**src/rtl/spi_packet_assembler_buffered_pkg.sv**
```systemverilog
// Shared types and helpers for the SPI packet assembler datapath.
package spi_packet_assembler_buffered_pkg;

    // Fill-stage FSM: FILL accepts fragments, HELD parks a finished packet.
    typedef enum logic {
        FILL = 1'b0,
        HELD = 1'b1
    } fill_state_e;

    // Integer ceiling division, used to size the slot array.
    function automatic int unsigned ceil_div(input int unsigned num, input int unsigned den);
        return (num + den - 1) / den;
    endfunction

endpackage

```
**src/rtl/spi_packet_out_buffer.sv**
```systemverilog
// Single-entry val/rdy output register with simultaneous take and load.
module spi_packet_out_buffer #(
    parameter int unsigned msg_w = 32,
    parameter int unsigned len_w = 3
) (
    input  logic             clk,
    input  logic             reset,
    input  logic             load,
    input  logic [msg_w-1:0] load_msg,
    input  logic [len_w-1:0] load_len,
    output logic             resp_val,
    input  logic             resp_rdy,
    output logic [msg_w-1:0] resp_msg,
    output logic [len_w-1:0] resp_len,
    output logic             free_c
);

    // The entry can accept a packet when empty or being drained this cycle.
    assign free_c = ~resp_val | resp_rdy;

    // Load wins over take so a back-to-back packet keeps resp_val high.
    always_ff @(posedge clk) begin
        if (reset) begin
            resp_val <= 1'b0;
            resp_msg <= '0;
            resp_len <= '0;
        end else if (load) begin
            resp_val <= 1'b1;
            resp_msg <= load_msg;
            resp_len <= load_len;
        end else if (resp_val && resp_rdy) begin
            resp_val <= 1'b0;
        end
    end

endmodule

```
**src/rtl/spi_packet_assembler_buffered.sv**
```systemverilog
// Assembles nbits_in fragments into nbits_out packets with early termination
// and a one-packet output buffer so filling continues while output stalls.
module spi_packet_assembler_buffered
    import spi_packet_assembler_buffered_pkg::*;
#(
    parameter int unsigned nbits_in  = 8,
    parameter int unsigned nbits_out = 32,
    parameter bit          msb_first = 1'b1
) (
    input  logic                                               clk,
    input  logic                                               reset,
    input  logic                                               req_val,
    output logic                                               req_rdy,
    input  logic [nbits_in-1:0]                                req_msg,
    input  logic                                               req_last,
    output logic                                               resp_val,
    input  logic                                               resp_rdy,
    output logic [nbits_out-1:0]                               resp_msg,
    output logic [$clog2(ceil_div(nbits_out, nbits_in)):0]     resp_len
);

    localparam int unsigned num_regs = ceil_div(nbits_out, nbits_in);
    localparam int unsigned len_w    = $clog2(num_regs) + 1;
    localparam int unsigned cat_w    = num_regs * nbits_in;

    fill_state_e          state;
    fill_state_e          state_next;
    logic [nbits_in-1:0]  slots      [num_regs];
    logic [nbits_in-1:0]  slots_next [num_regs];
    logic [len_w-1:0]     cnt;
    logic [len_w-1:0]     fill_cnt;
    logic                 accept;
    logic                 complete;
    logic                 move;
    logic                 buf_free_c;
    logic [cat_w-1:0]     cat;
    logic [nbits_out-1:0] packed_msg;
    logic                 unused_cat;

    // Ready is a pure decode of the state register.
    assign req_rdy  = (state == FILL);
    assign accept   = req_val & req_rdy;
    assign complete = accept & (req_last | (cnt == len_w'(num_regs - 1)));
    assign fill_cnt = accept ? cnt + len_w'(1) : cnt;

    // Slot contents after this cycle's fragment, so a completing fragment moves with its packet.
    always_comb begin
        for (int k = 0; k < int'(num_regs); k++) begin
            slots_next[k] = (accept && (cnt == len_w'(k))) ? req_msg : slots[k];
        end
    end

    // Place slots into the concatenation in the selected order, then truncate.
    always_comb begin
        cat = '0;
        for (int k = 0; k < int'(num_regs); k++) begin
            if (msb_first) begin
                cat[(int'(num_regs) - 1 - k) * int'(nbits_in) +: nbits_in] = slots_next[k];
            end else begin
                cat[k * int'(nbits_in) +: nbits_in] = slots_next[k];
            end
        end
    end

    assign packed_msg = cat[nbits_out-1:0];
    assign unused_cat = ^cat;

    // Fill FSM state register.
    always_ff @(posedge clk) begin
        if (reset) begin
            state <= FILL;
        end else begin
            state <= state_next;
        end
    end

    // Next-state and move decision: hand the packet over whenever the buffer can take it.
    always_comb begin
        state_next = state;
        move       = 1'b0;
        case (state)
            FILL: begin
                if (complete) begin
                    if (buf_free_c) begin
                        move = 1'b1;
                    end else begin
                        state_next = HELD;
                    end
                end
            end
            HELD: begin
                if (buf_free_c) begin
                    move       = 1'b1;
                    state_next = FILL;
                end
            end
            default: begin
                state_next = FILL;
            end
        endcase
    end

    // Slot and counter update; a move empties the fill stage.
    always_ff @(posedge clk) begin
        if (reset) begin
            for (int k = 0; k < int'(num_regs); k++) begin
                slots[k] <= '0;
            end
            cnt <= '0;
        end else if (move) begin
            for (int k = 0; k < int'(num_regs); k++) begin
                slots[k] <= '0;
            end
            cnt <= '0;
        end else begin
            for (int k = 0; k < int'(num_regs); k++) begin
                slots[k] <= slots_next[k];
            end
            cnt <= fill_cnt;
        end
    end

    spi_packet_out_buffer #(
        .msg_w (nbits_out),
        .len_w (len_w)
    ) u_out_buffer (
        .clk      (clk),
        .reset    (reset),
        .load     (move),
        .load_msg (packed_msg),
        .load_len (fill_cnt),
        .resp_val (resp_val),
        .resp_rdy (resp_rdy),
        .resp_msg (resp_msg),
        .resp_len (resp_len),
        .free_c   (buf_free_c)
    );

endmodule
```
**config.mk**
```make
export PLATFORM = sky130hd
export DESIGN_NAME = spi_packet_assembler_buffered
export DESIGN_NICKNAME = d
export VERILOG_FILES = /design/src/rtl/spi_packet_assembler_buffered_pkg.sv /design/src/rtl/spi_packet_out_buffer.sv /design/src/rtl/spi_packet_assembler_buffered.sv
export SDC_FILE = /design/constraint.sdc
export NUM_CORES = 1
export LEC_CHECK = 0
export ABC_AREA = 1
export BUFFER_PORTS_ARGS = -buffer_cell sky130_fd_sc_hd__buf_4
export CAP_MARGIN = 20
export CORE_MARGIN = 2
export CORE_UTILIZATION = 55
export CTS_CLUSTER_SIZE = 14
export DETAILED_ROUTE_END_ITERATION = 8
export PLACE_DENSITY = 0.77
export SLEW_MARGIN = 5
export SYNTH_ARGS = -nofsm -noshare
export SYNTH_HDL_FRONTEND = slang
export SYNTH_SLANG_ARGS = --single-unit
```
**constraint.sdc**
```tcl
create_clock -name clk -period 2.1 [get_ports clk]
set_clock_uncertainty 0.15 [all_clocks]
set_input_delay 0.315 -clock clk [delete_from_list [all_inputs] [get_ports clk]]
set_output_delay 0.315 -clock clk [all_outputs]
set_load 0.05 [all_outputs]
```
==> results.md <==
* Outcome: finished clean
* Yosys synthesis warning count at 0
* Delay of the slowest cell on the worst path at 380 ps
* Vias per cell at 5.04
* Core box area at 6280 um2
* First-pass GRT wire length at 12200 um
* Cell with the largest stage delay on the worst path: sky130_fd_sc_hd__buf_4
* Cell taking the most area after synthesis: sky130_fd_sc_hd__dfxtp_1
* Hold buffer count at cts at 0
* Share of layout cells above drive strength 1 at 0.279
* Vias in the first global route at 2691
* Count of boundary I/O pins at 50
* DRC errors left at 0
* Num CTS Buffers at 9
* Post-CTS Resized at 0
* Minimum hold slack at 91.0 ps
* Yosys top cell area share at 0.273
* CTS tree: yes
* Post-synth design cell area at 3520 um2
* Post CTS Setup Buffer Count at 0
* Routed via count at 2829
* Count of buffers inserted at the top-level ports at 49
* Overall fraction of global-route tracks in use at 0.218
* Max Fanout on Critical Path at 29
* Placed instance area at 3950 um2
* Critical Path Most Common Cell: sky130_fd_sc_hd__nand2_2
* Final worst-path cycle share at 0.881
* RePlAce Congestion at 0.785
* Sequential share of the synthesized area at 0.477
* Average cell area after synthesis at 8.60 um2
* Number of hold violations in the final report at 0
* Hold Crit Class: input port to register
* Final total negative setup slack at 0 ps
* Number of antenna violations at the first check in global routing at 0
* Max Root-Sink Buffers at 2
* # rows at 29
* Max-cap check violation count at 0
* Total gr overflow at 0
* Average wire per standard cell at 12.9 um
* Critical path cell sequence: ha_1, ha_1, inv_2, nand2_2, nand2_2, nand2_2, nand2_4, buf_4, nand3_1, nand2_1
* Die boundary width at 84.1 um
* Count of distinct cell types in the synthesized netlist at 25
* Initial cell density of the core at 0.561
* Startpoint Class: register
* Buffer type at the clock tree root: sky130_fd_sc_hd__clkbuf_8
* H-Tree Level Count at 3
* Worst skew pair latency at 350 ps
* Die footprint at 7060 um2
* Worst setup path category: register to register
* Clock slew at reported path FFs at 80 ps
* Most frequent standard cell in the layout excluding fill and tap cells: sky130_fd_sc_hd__nand2_1
* Number of violations reported at the end of detailed-routing iteration 0 at 112
* TritonCTS sink count at 72
* TritonRoute pass-1 iters at 4
* Setup repair after global routing missed its margin: no
* Number of slew-limit violations in the final report at 0
* Count of endpoints failing setup in the final report at 0
* Largest vdd supply drop at 0.000511 V
* Critical path arrival at 1990 ps
* Number of synthesized register bits at 72
* Data required, critical path at 2240 ps
* Maximum number of pins on one net before global-route repair at 38
* Minimum clock period at 1850 ps
* Final wirelength at 7240 um
* Antenna diode count at 0
* Total design power at 0.00303 W
* Power density of the placed cells at 735 nW/um2
* Leakage power of the design at 2.03 nW
* HPWL after detailed placement at 5020 um
* Synth top area cells: sky130_fd_sc_hd__dfxtp_1, sky130_fd_sc_hd__edfxtp_1, sky130_fd_sc_hd__nand3_1
* Height of the chip at 84.1 um
* Filler instances at 542
* Area growth from synthesis to final layout at 17.1%
* Capturing element type of the critical path: register
* Commonest non-fill, non-tap cells in the layout: sky130_fd_sc_hd__nand2_1, sky130_fd_sc_hd__nand3_1, sky130_fd_sc_hd__buf_4, sky130_fd_sc_hd__dfxtp_1
* Cell count after synthesis at 410
* Max frequency at 540 MHz
* DRT antenna net count at 0
* NumNets Final at 497
* Cell area after layout at 4130 um2
[critical path: cells and delay by family (launching register included)]
kind,cells,cell delay [ps]
flops,1,330
buf+inv,2,440
simple gates,6,480
fa+ha+maj,2,400
[state kept, by name, indices dropped and copies added (netlist names)]
name                   count
u_out_buffer.resp_len      3
state                      1
slots                     32
u_out_buffer.resp_val      1
u_out_buffer.resp_msg     32
cnt                        3
[cell usage after synthesis]
cell type / n
sky130_fd_sc_hd__and3_1: 1
sky130_fd_sc_hd__buf_1: 1
sky130_fd_sc_hd__buf_12: 2
sky130_fd_sc_hd__buf_2: 5
sky130_fd_sc_hd__buf_4: 5
sky130_fd_sc_hd__buf_6: 5
sky130_fd_sc_hd__buf_8: 4
sky130_fd_sc_hd__clkbuf_2: 1
sky130_fd_sc_hd__conb_1: 1
sky130_fd_sc_hd__dfxtp_1: 48
sky130_fd_sc_hd__edfxtp_1: 24
sky130_fd_sc_hd__ha_1: 5
sky130_fd_sc_hd__inv_1: 24
sky130_fd_sc_hd__inv_2: 14
sky130_fd_sc_hd__nand2_1: 110
sky130_fd_sc_hd__nand2_2: 8
sky130_fd_sc_hd__nand2_4: 4
sky130_fd_sc_hd__nand3_1: 87
sky130_fd_sc_hd__nand3_2: 17
sky130_fd_sc_hd__nor2_1: 19
sky130_fd_sc_hd__nor2_2: 16
sky130_fd_sc_hd__nor2_4: 1
sky130_fd_sc_hd__nor2_8: 4
sky130_fd_sc_hd__o21ai_0: 3
sky130_fd_sc_hd__xor2_1: 1
[routing by layer]
layer	GRT usage	wire [um]	up-vias
li1	-	-	1435
met1	0.274	3320	1312
met2	0.351	3400	67
met3	0.0574	344	15
met4	0.101	180	0
met5	0	0	-
[cell families (layout without fill, tap and decap cells)]
kind of cell,count (synthesis),after routing,share of synthesized area
AND/OR/NAND/NOR,267,267,0.392
flip-flops,72,72,0.477
buffers and inverters,61,112,0.105
adder cells (fa/ha/maj),5,5,0.0177
AO/OA/AOI/OAI,3,3,0.00426
other,1,24,0.00106
XOR/XNOR,1,1,0.00249
[final cells by class]
cell class | count | area [um2] | area share
timing repair buffer | 58 | 473 | 0.115
multi-input combinational | 300 | 1560 | 0.378
clock inverter | 3 | 16.3 | 0.00394
tap | 77 | 96.3 | 0.0233
sequential | 72 | 1680 | 0.407
inverter | 38 | 143 | 0.0346
clock buffer | 13 | 159 | 0.0385
[power breakdown]
group	internal [W]	switching, W	leakage, nW
combinational	0.000152	0.000361	1.30
clock	0.000489	0.000497	0.0871
sequential	0.00151	0.0000264	0.636
[worst paths after layout]
kind / startpoint / end / slack, ps / cells after the start
min reg2reg: u_out_buffer.resp_msg[10]$_SDFFE_PP0P_ / u_out_buffer.resp_msg[10]$_SDFFE_PP0P_ / 310 / 2
min: reset / u_out_buffer.resp_val$_SDFFE_PP0P_ / 90 / 2
max: cnt[0]$_SDFF_PN0_ / u_out_buffer.resp_msg[2]$_SDFFE_PP0P_ / 250 / 10
max reg2reg: cnt[0]$_SDFF_PN0_ / u_out_buffer.resp_msg[2]$_SDFFE_PP0P_ / 250 / 10
[metrics by stage]
stage	worst slack [ps]	cells	utilization
floorplan	183	433	-
global placement	322	545	0.630
detailed placement	252	545	0.630
CTS	226	561	0.658
global route	104	561	0.658
finish	250	561	0.658
Note: power is estimated with default switching activity, not from simulation.
